`config.mk`:
```
export PLATFORM = sky130hd
export DESIGN_NAME = count_mod_n
export DESIGN_NICKNAME = d
export VERILOG_FILES = /design/src/rtl/count_mod_n.sv
export SDC_FILE = /design/constraint.sdc
export NUM_CORES = 1
export LEC_CHECK = 0
export ABC_AREA = 1
export CORE_AREA = 3 3 49 51
export DETAILED_ROUTE_END_ITERATION = 10
export DIE_AREA = 0 0 52 54
export PLACE_DENSITY_LB_ADDON = 0.12
export SLEW_MARGIN = 30
export SYNTH_ARGS = -nofsm -noshare
export SYNTH_HDL_FRONTEND = slang
export SYNTH_SLANG_ARGS = --single-unit
```
`constraint.sdc`:
```
create_clock -name clk -period 2 [get_ports clk]
set_input_delay 0.4 -clock clk [delete_from_list [all_inputs] [get_ports clk]]
set_output_delay 0.4 -clock clk [all_outputs]
set_load 0.1 [all_outputs]
```
`src/rtl/count_mod_n.sv`:
```
// Parametrised up/down modulo-N counter with load, clear, wrap/saturate, terminal count and sticky overflow.
// Optional compare output enabled with `define COUNT_MOD_N_CMP_EN.
module count_mod_n #(
    parameter int     WIDTH    = 8,
    parameter longint MODULUS  = 256,
    parameter bit     SATURATE = 1'b0
) (
    input  logic             clk,
    input  logic             rst,
    input  logic             clr,
    input  logic             load,
    input  logic [WIDTH-1:0] data,
    input  logic             en,
    input  logic             up,
`ifdef COUNT_MOD_N_CMP_EN
    input  logic [WIDTH-1:0] cmp_val,
    output logic             cmp_hit,
`endif
    output logic [WIDTH-1:0] out,
    output logic             tc,
    output logic             ovf
);

    localparam longint           MOD_LIM = longint'(1) << WIDTH;
    localparam logic [WIDTH-1:0] MAX     = WIDTH'(MODULUS - 1);

    if (WIDTH < 2 || WIDTH > 32) begin : g_bad_width
        $fatal(1, "count_mod_n: WIDTH out of range 2..32");
    end
    if (MODULUS < 2 || MODULUS > MOD_LIM) begin : g_bad_modulus
        $fatal(1, "count_mod_n: MODULUS out of range 2..2^WIDTH");
    end

    logic             at_max;
    logic             at_zero;
    logic [WIDTH-1:0] out_nxt;
    logic             ovf_nxt;

    assign at_max  = (out == MAX);
    assign at_zero = (out == '0);
    assign tc      = en & ~clr & ~load & ((up & at_max) | (~up & at_zero));

    always_comb begin
        out_nxt = out;
        ovf_nxt = ovf;
        if (clr) begin
            out_nxt = '0;
            ovf_nxt = 1'b0;
        end else if (load) begin
            out_nxt = (data > MAX) ? MAX : data;
        end else if (en) begin
            if (up) begin
                if (at_max) begin
                    ovf_nxt = 1'b1;
                    out_nxt = SATURATE ? out : '0;
                end else begin
                    out_nxt = out + WIDTH'(1);
                end
            end else begin
                if (at_zero) begin
                    ovf_nxt = 1'b1;
                    out_nxt = SATURATE ? out : MAX;
                end else begin
                    out_nxt = out - WIDTH'(1);
                end
            end
        end
    end

    always_ff @(posedge clk or posedge rst) begin
        if (rst) begin
            out <= '0;
            ovf <= 1'b0;
        end else begin
            out <= out_nxt;
            ovf <= ovf_nxt;
        end
    end

`ifdef COUNT_MOD_N_CMP_EN
    // landed marks that out was written by a count or load on the previous edge,
    // so a hit fires one cycle after the match appears, never from clr/rst alone.
    logic landed;

    always_ff @(posedge clk or posedge rst) begin
        if (rst) begin
            landed  <= 1'b0;
            cmp_hit <= 1'b0;
        end else begin
            landed  <= ~clr & (load | en);
            cmp_hit <= landed & (out == cmp_val);
        end
    end
`endif

endmodule

```
; Word-level counts from Yosys, hierarchy flattened
; Index checks and enable logic that the tools add are counted.
[classes]
add_sub_neg = 2
order_cmp = 1
n_eq_ne = 3
n_mux = 13
n_bitwise = 9
reduce_logical = 5
[op_table]
columns = op, n
row1 = $mux W8, 7
row2 = $add A8 B1 Y8 const B, 1
row3 = $eq A8 B8 Y1 const B, 1
row4 = $gt A8 B8 Y1 const B, 1
row5 = $logic_not A8 Y1, 1
row6 = $sub A8 B1 Y8 const B, 1
row7 = $mux W1, 6
row8 = $reduce_bool A3 Y1, 2
row9 = $and A1 B1 Y1, 5
row10 = $reduce_and A4 Y1, 1
row11 = $ne A3 B2 Y1 const B, 1
row12 = $not A1 Y1, 3
row13 = $ne A2 B2 Y1 const B, 1
row14 = $reduce_bool A2 Y1, 1
row15 = $or A1 B1 Y1, 1
[word_totals]
register_bits = 9
in_bits = 14
output_inout_bits = 10
word_cells = 35

; Depth between registers and ports, before layout
; Gate-level depths: netlist of run 1.
[depth]
word_depth = 6
ltp_mapped = 11
depth_no_buf = 10

; Least setup slack after synthesis of run 1
; OpenSTA, ideal clock, no wires.
[synth_timing]
kind = register to output
start = register out[1]
end = output port tc
arrival_ns = 3.084
required_time_ns = 1.600
path_slack_ns = -1.484
path_stages_with_launch = 8
path_buffers = 0
cell_sequence = dfrtp_1 > ha_1 > nand3_4 > nor2_4 > nand3_1 > nand2_1 > inv_1 > nor2_1
[synth_between]
elab_chain_cells = 4
elab_cells_between_ends = 6
classes_between = 1 x eq/ne / 4 x bitwise / 1 x reduce/logical
[synth_rtl]
columns = element, line_no
row1 = from (decl), 19  ; output logic [WIDTH-1:0] out,
row2 = from (signal assigned), 75  ; out <= out_nxt;
row3 = $eq A8 B8 Y1 or $logic_not A8 Y1 (tied branches), "39, 40"
row4 = $and A1 B1 Y1, 41  ; assign tc = en & ~clr & ~load & ((up & at_max) | (~up & at_zero));
row5 = $or A1 B1 Y1 *, 41
row6 = $and A1 B1 Y1 *, 41
row7 = to (decl), 20  ; output logic tc,
; Every way passes the cells marked *; elsewhere a longest branch is shown, timed or not.

; Final worst setup path of run 1
[layout_timing]
start = register out[0]
end = output port tc
; Same word-level chain as after synthesis.

==> results of run 1 <==
logic make-up after synthesis:
family | count (synthesis)
and+or+nand+nor | 108
adders and majority gates | 3
DFF | 9
buffers and inverters | 23
xor gates and xnor gates | 1
AOI/OAI and AO/OA | 14
final cells by class:
class	count	area (um2)
tap	27	33.8
clock buffer	4	26.3
fill	146	485
sequential	9	248
multi-input combinational	126	678
timing repair buffer	42	435
inverter	18	75.1
routing by layer:
metal / up-vias / share of wire / track usage
met5: - / 0 / 0
met4: 0 / 0.0087 / 0.100
met3: 4 / 0.055 / 0.0277
met2: 43 / 0.52 / 0.475
met1: 557 / 0.41 / 0.292
li1: 582 / - / -
report_power, final:
part / internal (mW) / switching [mW]
registers: 0.205 / 0.0304
logic: 0.186 / 0.300
clock network: 0.0770 / 0.0687
metrics by stage:
| step | total power, mW | area (um2) | util |
|---|---|---|---|
| global placement | 0.673 | 1380 | 0.696 |
| global route | 0.914 | 1500 | 0.755 |
| CTS | 0.854 | 1480 | 0.747 |
| floorplan | 0.539 | 1030 | - |
| detailed placement | 0.679 | 1380 | 0.696 |
| finish | 0.867 | 1500 | 0.755 |
cell usage in the layout (no fill, tap or decap), drive strengths merged:
cell,instances
o2111ai,1
nand2,61
dfrtp,9
o21ai,9
clkbuf,4
inv,16
nand3,24
nor2,22
buf,29
nand4,1
clkinv,2
clkdlybuf4s50,13
ha,3
a21boi,1
xnor2,1
a21oi,2
o21bai,1
path summary, 6_finish.rpt:
check                        from     end  slack (ns)  cells after the start
max                        out[0]      tc       -0.04                      9
min                           rst     ovf        0.40                      2
max reg2reg                out[0]  out[5]        0.29                     12
min reg2reg                   ovf     ovf        0.56                      2
max in group asynchronous     rst  out[5]        1.30                      2
min in group clk              ovf     ovf        0.56                      2
repair_timing:
| action | in CTS | in global routing |
|---|---|---|
| buffers inserted | 7 | 2 |
| hold buffers | 0 | 0 |
| setup endpoints to repair | 1 | 1 |
| endpoints found under the hold margin | 0 | 0 |
| pin swaps | 4 | 3 |
| resized for setup | 4 | 0 |
sequential cells by signal, indices dropped and copies added, names as in the netlist:
register,cells
ovf,1
out,8
cell usage after synthesis, drive strengths merged:
cell | n | share of area
a21boi | 1 | 0.0077
a21oi | 2 | 0.010
buf | 5 | 0.050
clkinv | 2 | 0.0090
dfrtp | 9 | 0.23
ha | 3 | 0.038
inv | 16 | 0.062
nand2 | 61 | 0.25
nand3 | 24 | 0.14
nand4 | 1 | 0.0064
nor2 | 22 | 0.13
o2111ai | 1 | 0.0090
o21ai | 9 | 0.046
o21bai | 1 | 0.0077
xnor2 | 1 | 0.0090
==> impl_summary.txt, run 1 <==
----------------------------------------------------
[Critical path]
  Launching element type of the critical path ... flip-flop
  Slowest Stage Delay on Critical Path ... between 0.5 and 0.6 ns
  Worst path buffer plus inverter count ... 3
  Startpoint-to-endpoint class of the critical path ... flip-flop to output port
  Cells along the critical path ... clkinv_4 -> ha_4 -> nand3_4 -> nor2_4 -> nand2_1 -> nand2_1 -> inv_2 -> nor2_4 -> buf_12
  Required arrival time at the worst endpoint ... roughly 1.6 ns
  Endpoint class of the critical path ... output port
  Kind of cell with the highest combined delay on the critical path ... flip-flops
  Crit path DAT ... 1.64 ns
  Standard cell with the maximum stage delay on the critical path ... sky130_fd_sc_hd__dfrtp_4
  Worst Path Max Fanout ... 4

[GRT]
  Largest net degree at the start of global routing ... 10
  Overall overflow remaining after global route ... 0
  Wire length of the first global-routing pass ... 5200 um
  Antenna violations before repair ... 0
  Via count of the first global-routing pass ... 1177
  Global-route total usage across every layer ... 0.254

[Clocking]
  Clock tree from TritonCTS ... built
  Register clock-pin slew on the reported worst setup and hold paths ... 0.07 ns
  Clock Tree Root ... sky130_fd_sc_hd__clkbuf_4
  Count of H-tree levels built during CTS ... 1
  Buffer levels on the longest clock path ... 2
  Clock sinks ... 9
  Clock insertion delay at the later pin of the skew report ... around 0.27 ns
  TritonCTS buffer count ... 3

[STA]
  Pins over their slew limit ... 0
  Min setup slack post-route ... -0.0379 ns
  Unrepaired setup endpoints after global routing ... true
  Maximum clock rate ... 491 MHz
  Worst slew margin relative to its limit ... 0.759
  Period Utilization, post-route ... 1.02
  Sum of negative setup slack ... -0.0379 ns
  Worst Tran Pin Value ... 0.361 ns
  Minimum clock period after layout ... 2.04 ns
  Clk_skew ... between 0.007 and 0.008 ns
  Setup violations, final ... 1
  Hold Violations, Final ... 0
  Worst Hold Slack ... 0.399 ns

[Synth]
  Portion of the post-synthesis area used by sequential elements ... 0.231
  Dominant combinational cell family by area after synthesis ... simple AND/OR/NAND/NOR gates
  Simple logic cell fraction of the synthesized area ... 0.521
  Synth warnings ... 0
  Avg Synthesized Cell Area ... between 6 and 7 um2
  Fraction of synthesized area in multiplexers ... 0
  Net count of the mapped netlist ... 175
  Synth cell types ... 23
  Compound-Gate Fraction of Synth Area ... 0.0808
  Post-synthesis instance area ... about 980 um2
  Xor-xnor portion of the synthesized cell area ... 0.00897
  Cell count after synthesis ... 158
  Adder and majority cell fraction of the synthesized area ... 0.0385
  Flip-flop and latch count after synthesis ... 9

[Floorplan]
  Row count ... 16
  Initial core utilization ... 0.492
  Die Y ... about 54 um
  Horizontal extent of the die ... about 52 um
  CORE AREA ... a little under 2000 um2
  Top-level port count ... 24
  Die Footprint ... 2810 um2

[Placement]
  Detail Placement HPWL ... roughly 2300 um
  Setup WS pre-CTS ... ~0.11 ns
  Routability congestion estimate ... between 0.9 and 1
  Instance count after placement with tap cells included ... approximately 210
  Count of buffers inserted at the top-level ports ... 23

[Cells and area]
  Antenna cell count ... 0
  Post-route insts no fill ... 226
  Ratio of cells with drive above 1 in the final layout ... 0.296
  Final layout net count ... between 200 and 250
  Layout Area Growth over Synthesis ... 53.3%

[Power]
  Worst supply voltage drop on vdd ... around 0.00046 V
  P_leak ... slightly above 0.7 nW
  Total power divided by cell area ... ~580 nW/um2

[Detailed routing]
  Count of antenna-violating nets left after detailed routing ... 0
  DRC violations left ... 0
  Routed wire length ... ~3100 um
  First-pass detailed-route iteration total ... 4
  Total vias in the final route ... about 1200
  Via/cell ratio ... ~5.2
  Number of violations reported at the end of detailed-routing iteration 0 ... 43
  WL per Instance ... around 14 um

[Outcome]
  Run status ... complete, but fails checks
  Failing checks ... setup timing

[Flow run]
  MaxCap Viol Count ... 0

[Min path]
  Hold/Removal Path Class ... input pin to asynchronous set/reset pin

----------------------------------------------------
(Power assumes the default switching activity.)
==> inputs of run 2 (changes only) <==
Settings changed: RECOVER_POWER from default to 100.
==> impl_summary.txt, run 2 (synthesized netlist as in run 1, its figures left out) <==
----------------------------------------------------
[Detailed routing]
  Routed wire length ... between 3000 and 4000 um
  Total vias in the final route ... between 1000 and 1500
  Via/cell ratio ... ~5.2
  First-pass detailed-route iteration total ... 4
  WL per Instance ... 13.6 um
  Number of violations reported at the end of detailed-routing iteration 0 ... 40
  DRC violations left ... 0
  Count of antenna-violating nets left after detailed routing ... 0

[Flow run]
  MaxCap Viol Count ... 0

[Cells and area]
  Final layout net count ... 217
  Layout Area Growth over Synthesis ... 48.7%
  Most common cell after layout, fill and taps aside ... sky130_fd_sc_hd__nand2_1
  Most used cells in the layout excluding fill and tap cells ... sky130_fd_sc_hd__nand2_1, sky130_fd_sc_hd__nand3_1, sky130_fd_sc_hd__buf_4
  Fin area ... 1450 um2
  Core utilization of the finished layout ... 0.732
  Filler cell count in the final layout ... 155
  Antenna cell count ... 0
  Ratio of cells with drive above 1 in the final layout ... 0.271
  Register bank with the most flops ... out
  Post-route insts no fill ... roughly 230
  Largest register FFs ... 8
  Largest registers in the final layout ... out (8), ovf (1)

[STA]
  Minimum clock period after layout ... 2.03 ns
  Hold Violations, Final ... 0
  Setup violations, final ... 1
  Worst Tran Pin Value ... between 0.5 and 0.6 ns
  Worst Hold Slack ... 0.539 ns
  Pins over their slew limit ... 0
  Period Utilization, post-route ... 1.02
  Unrepaired setup endpoints after global routing ... true
  Clk_skew ... 0.00833 ns
  Maximum clock rate ... just under 500 MHz
  Min setup slack post-route ... -0.0346 ns
  Worst slew margin relative to its limit ... 0.635

[Critical path]
  Endpoint class of the critical path ... output port
  Cells along the critical path ... clkinv_4 -> ha_4 -> nand3_4 -> nor2_4 -> nand2_1 -> nand2_1 -> inv_2 -> nor2_4 -> buf_12
  Reg-to-reg critical path endpoint ... out[7]
  Crit path DAT ... around 1.6 ns
  Worst path buffer plus inverter count ... 3
  Slowest Stage Delay on Critical Path ... ~0.52 ns
  Startpoint-to-endpoint class of the critical path ... flip-flop to output port
  Critical R2R Launch ... out[2]
  Worst Path Max Fanout ... 4
  Required arrival time at the worst endpoint ... ~1.6 ns
  Launching element type of the critical path ... flip-flop
  Standard cell with the maximum stage delay on the critical path ... sky130_fd_sc_hd__dfrtp_4
  Count of cells along the worst register-to-register path ... 9
  Kind of cell with the highest combined delay on the critical path ... flip-flops
  Register-to-register path setup slack ... roughly 0.18 ns

[Power]
  Switching Share ... 0.465
  Total power divided by cell area ... between 500 and 600 nW/um2
  Worst supply voltage drop on vdd ... ~0.00046 V
  Clk network pwr share ... 0.172
  Net switching power figure ... 0.393 mW
  Combinational Power Share ... 0.551
  P_leak ... just under 0.7 nW
  Proportion of power drawn by flip-flops and latches ... 0.277
  Cell-internal power ... approximately 0.45 mW

[GRT]
  Overall overflow remaining after global route ... 0
  Global-route total usage across every layer ... 0.254
  Largest net degree at the start of global routing ... 10
  Antenna violations before repair ... 0
  Wire length of the first global-routing pass ... 5200 um
  Via count of the first global-routing pass ... around 1200

[Clocking]
  Count of H-tree levels built during CTS ... 1
  Total of hold buffers inserted after clock tree synthesis ... 0
  Clock tree from TritonCTS ... built
  TritonCTS buffer count ... 3
  Buffer levels on the longest clock path ... 2
  Clock Tree Root ... sky130_fd_sc_hd__clkbuf_4
  Register clock-pin slew on the reported worst setup and hold paths ... 0.07 ns
  Clock sinks ... 9
  Clock insertion delay at the later pin of the skew report ... ~0.27 ns

[Placement]
  Cell area reported after detailed placement ... about 1400 um2
  Detail Placement HPWL ... around 2300 um
  Instance count after placement with tap cells included ... between 200 and 250
  Count of buffers inserted at the top-level ports ... 23
  Routability congestion estimate ... a little over 0.9

[Floorplan]
  CORE AREA ... a little under 2000 um2
  Die Footprint ... 2810 um2
  Initial core utilization ... 0.492
  Horizontal extent of the die ... 52 um
  Die Y ... between 50 and 60 um
  Top-level port count ... 24
  Row count ... 16

[Outcome]
  Failing checks ... setup timing
  Run status ... complete, but fails checks

[Min path]
  Hold/Removal Path Class ... input pin to asynchronous set/reset pin

----------------------------------------------------
[run 2: cell types whose count changed in the layout (fill, tap and decap cells not counted), moves of 2 or more]
| cell | delta |
|---|---|
| sky130_fd_sc_hd__buf_4 | -5 |
| sky130_fd_sc_hd__clkbuf_1 | +3 |
| sky130_fd_sc_hd__clkbuf_2 | +3 |
| sky130_fd_sc_hd__nor2_4 | -2 |
| sky130_fd_sc_hd__o21ai_0 | +2 |
| sky130_fd_sc_hd__o21ai_1 | -2 |
[run 2: metal layers]
metal	track usage	up-vias	part of all wire
met5	0	-	0
met4	0.100	0	0.013
met1	0.292	554	0.41
met3	0.0277	5	0.051
met2	0.475	36	0.53
li1	-	584	-
[run 2: layout make-up]
cell class              instances  area (um2)  area share
inverters                      18        75.1      0.0517
clock buffers                   4        26.3      0.0181
multi-input cells             126         666       0.459
repair buffers                 42         404       0.278
well taps                      27        33.8      0.0233
flip-flops and latches          9         246       0.170
[run 2: per-stage QoR]
| step | total power [mW] | worst slack, ns | TNS [ns] |
|---|---|---|---|
| 4_1_cts | 0.854 | -0.0409 | -0.0409 |
| 6_report | 0.845 | -0.0346 | -0.0346 |
| 3_5_place_dp | 0.679 | 0.109 | 0 |
| 2_1_floorplan | 0.539 | -0.188 | -0.188 |
| 5_1_grt | 0.893 | -0.111 | -0.111 |
| 3_3_place_gp | 0.673 | 0.107 | 0 |
[run 2: worst max path at each step]
stage,start,endpoint,slack [ns],cells after the start
after floorplan,out[3],tc,-0.19,8
after global placement,up,tc,0.11,6
after detailed placement,up,tc,0.11,6
after CTS,out[0],tc,-0.04,9
after global routing,out[1],tc,-0.11,9
final,out[0],tc,-0.03,9
[run 2: worst reg2reg max path, cell delays in order (launching register included)]
cell                       delay [ns]
sky130_fd_sc_hd__dfrtp_4         0.51
sky130_fd_sc_hd__clkbuf_1        0.26
sky130_fd_sc_hd__nor2_2          0.24
sky130_fd_sc_hd__nand2_1         0.13
sky130_fd_sc_hd__o21ai_0         0.19
sky130_fd_sc_hd__nand3_1         0.10
sky130_fd_sc_hd__nand2_1         0.11
sky130_fd_sc_hd__nand2_1         0.06
sky130_fd_sc_hd__nand2_1         0.06
sky130_fd_sc_hd__nand2_1         0.05
[run 2: power by group through the flow]
| stage | Clock [mW] | Sequential (mW) | Combinational (mW) |
|---|---|---|---|
| final | 0.146 | 0.234 | 0.465 |
| after CTS | 0.148 | 0.235 | 0.471 |
| after global routing | 0.153 | 0.237 | 0.503 |
| after detailed placement | 0 | 0.243 | 0.436 |
| after floorplan | 0 | 0.347 | 0.192 |
| after global placement | 0 | 0.242 | 0.430 |
[run 2: repair_timing]
| action | CTS | global route |
|---|---|---|
| setup endpoints to repair | 1 | 1 |
| setup buffers | 7 | 2 |
| pin swaps | 4 | 3 |
| gates resized for setup | 4 | 0 |
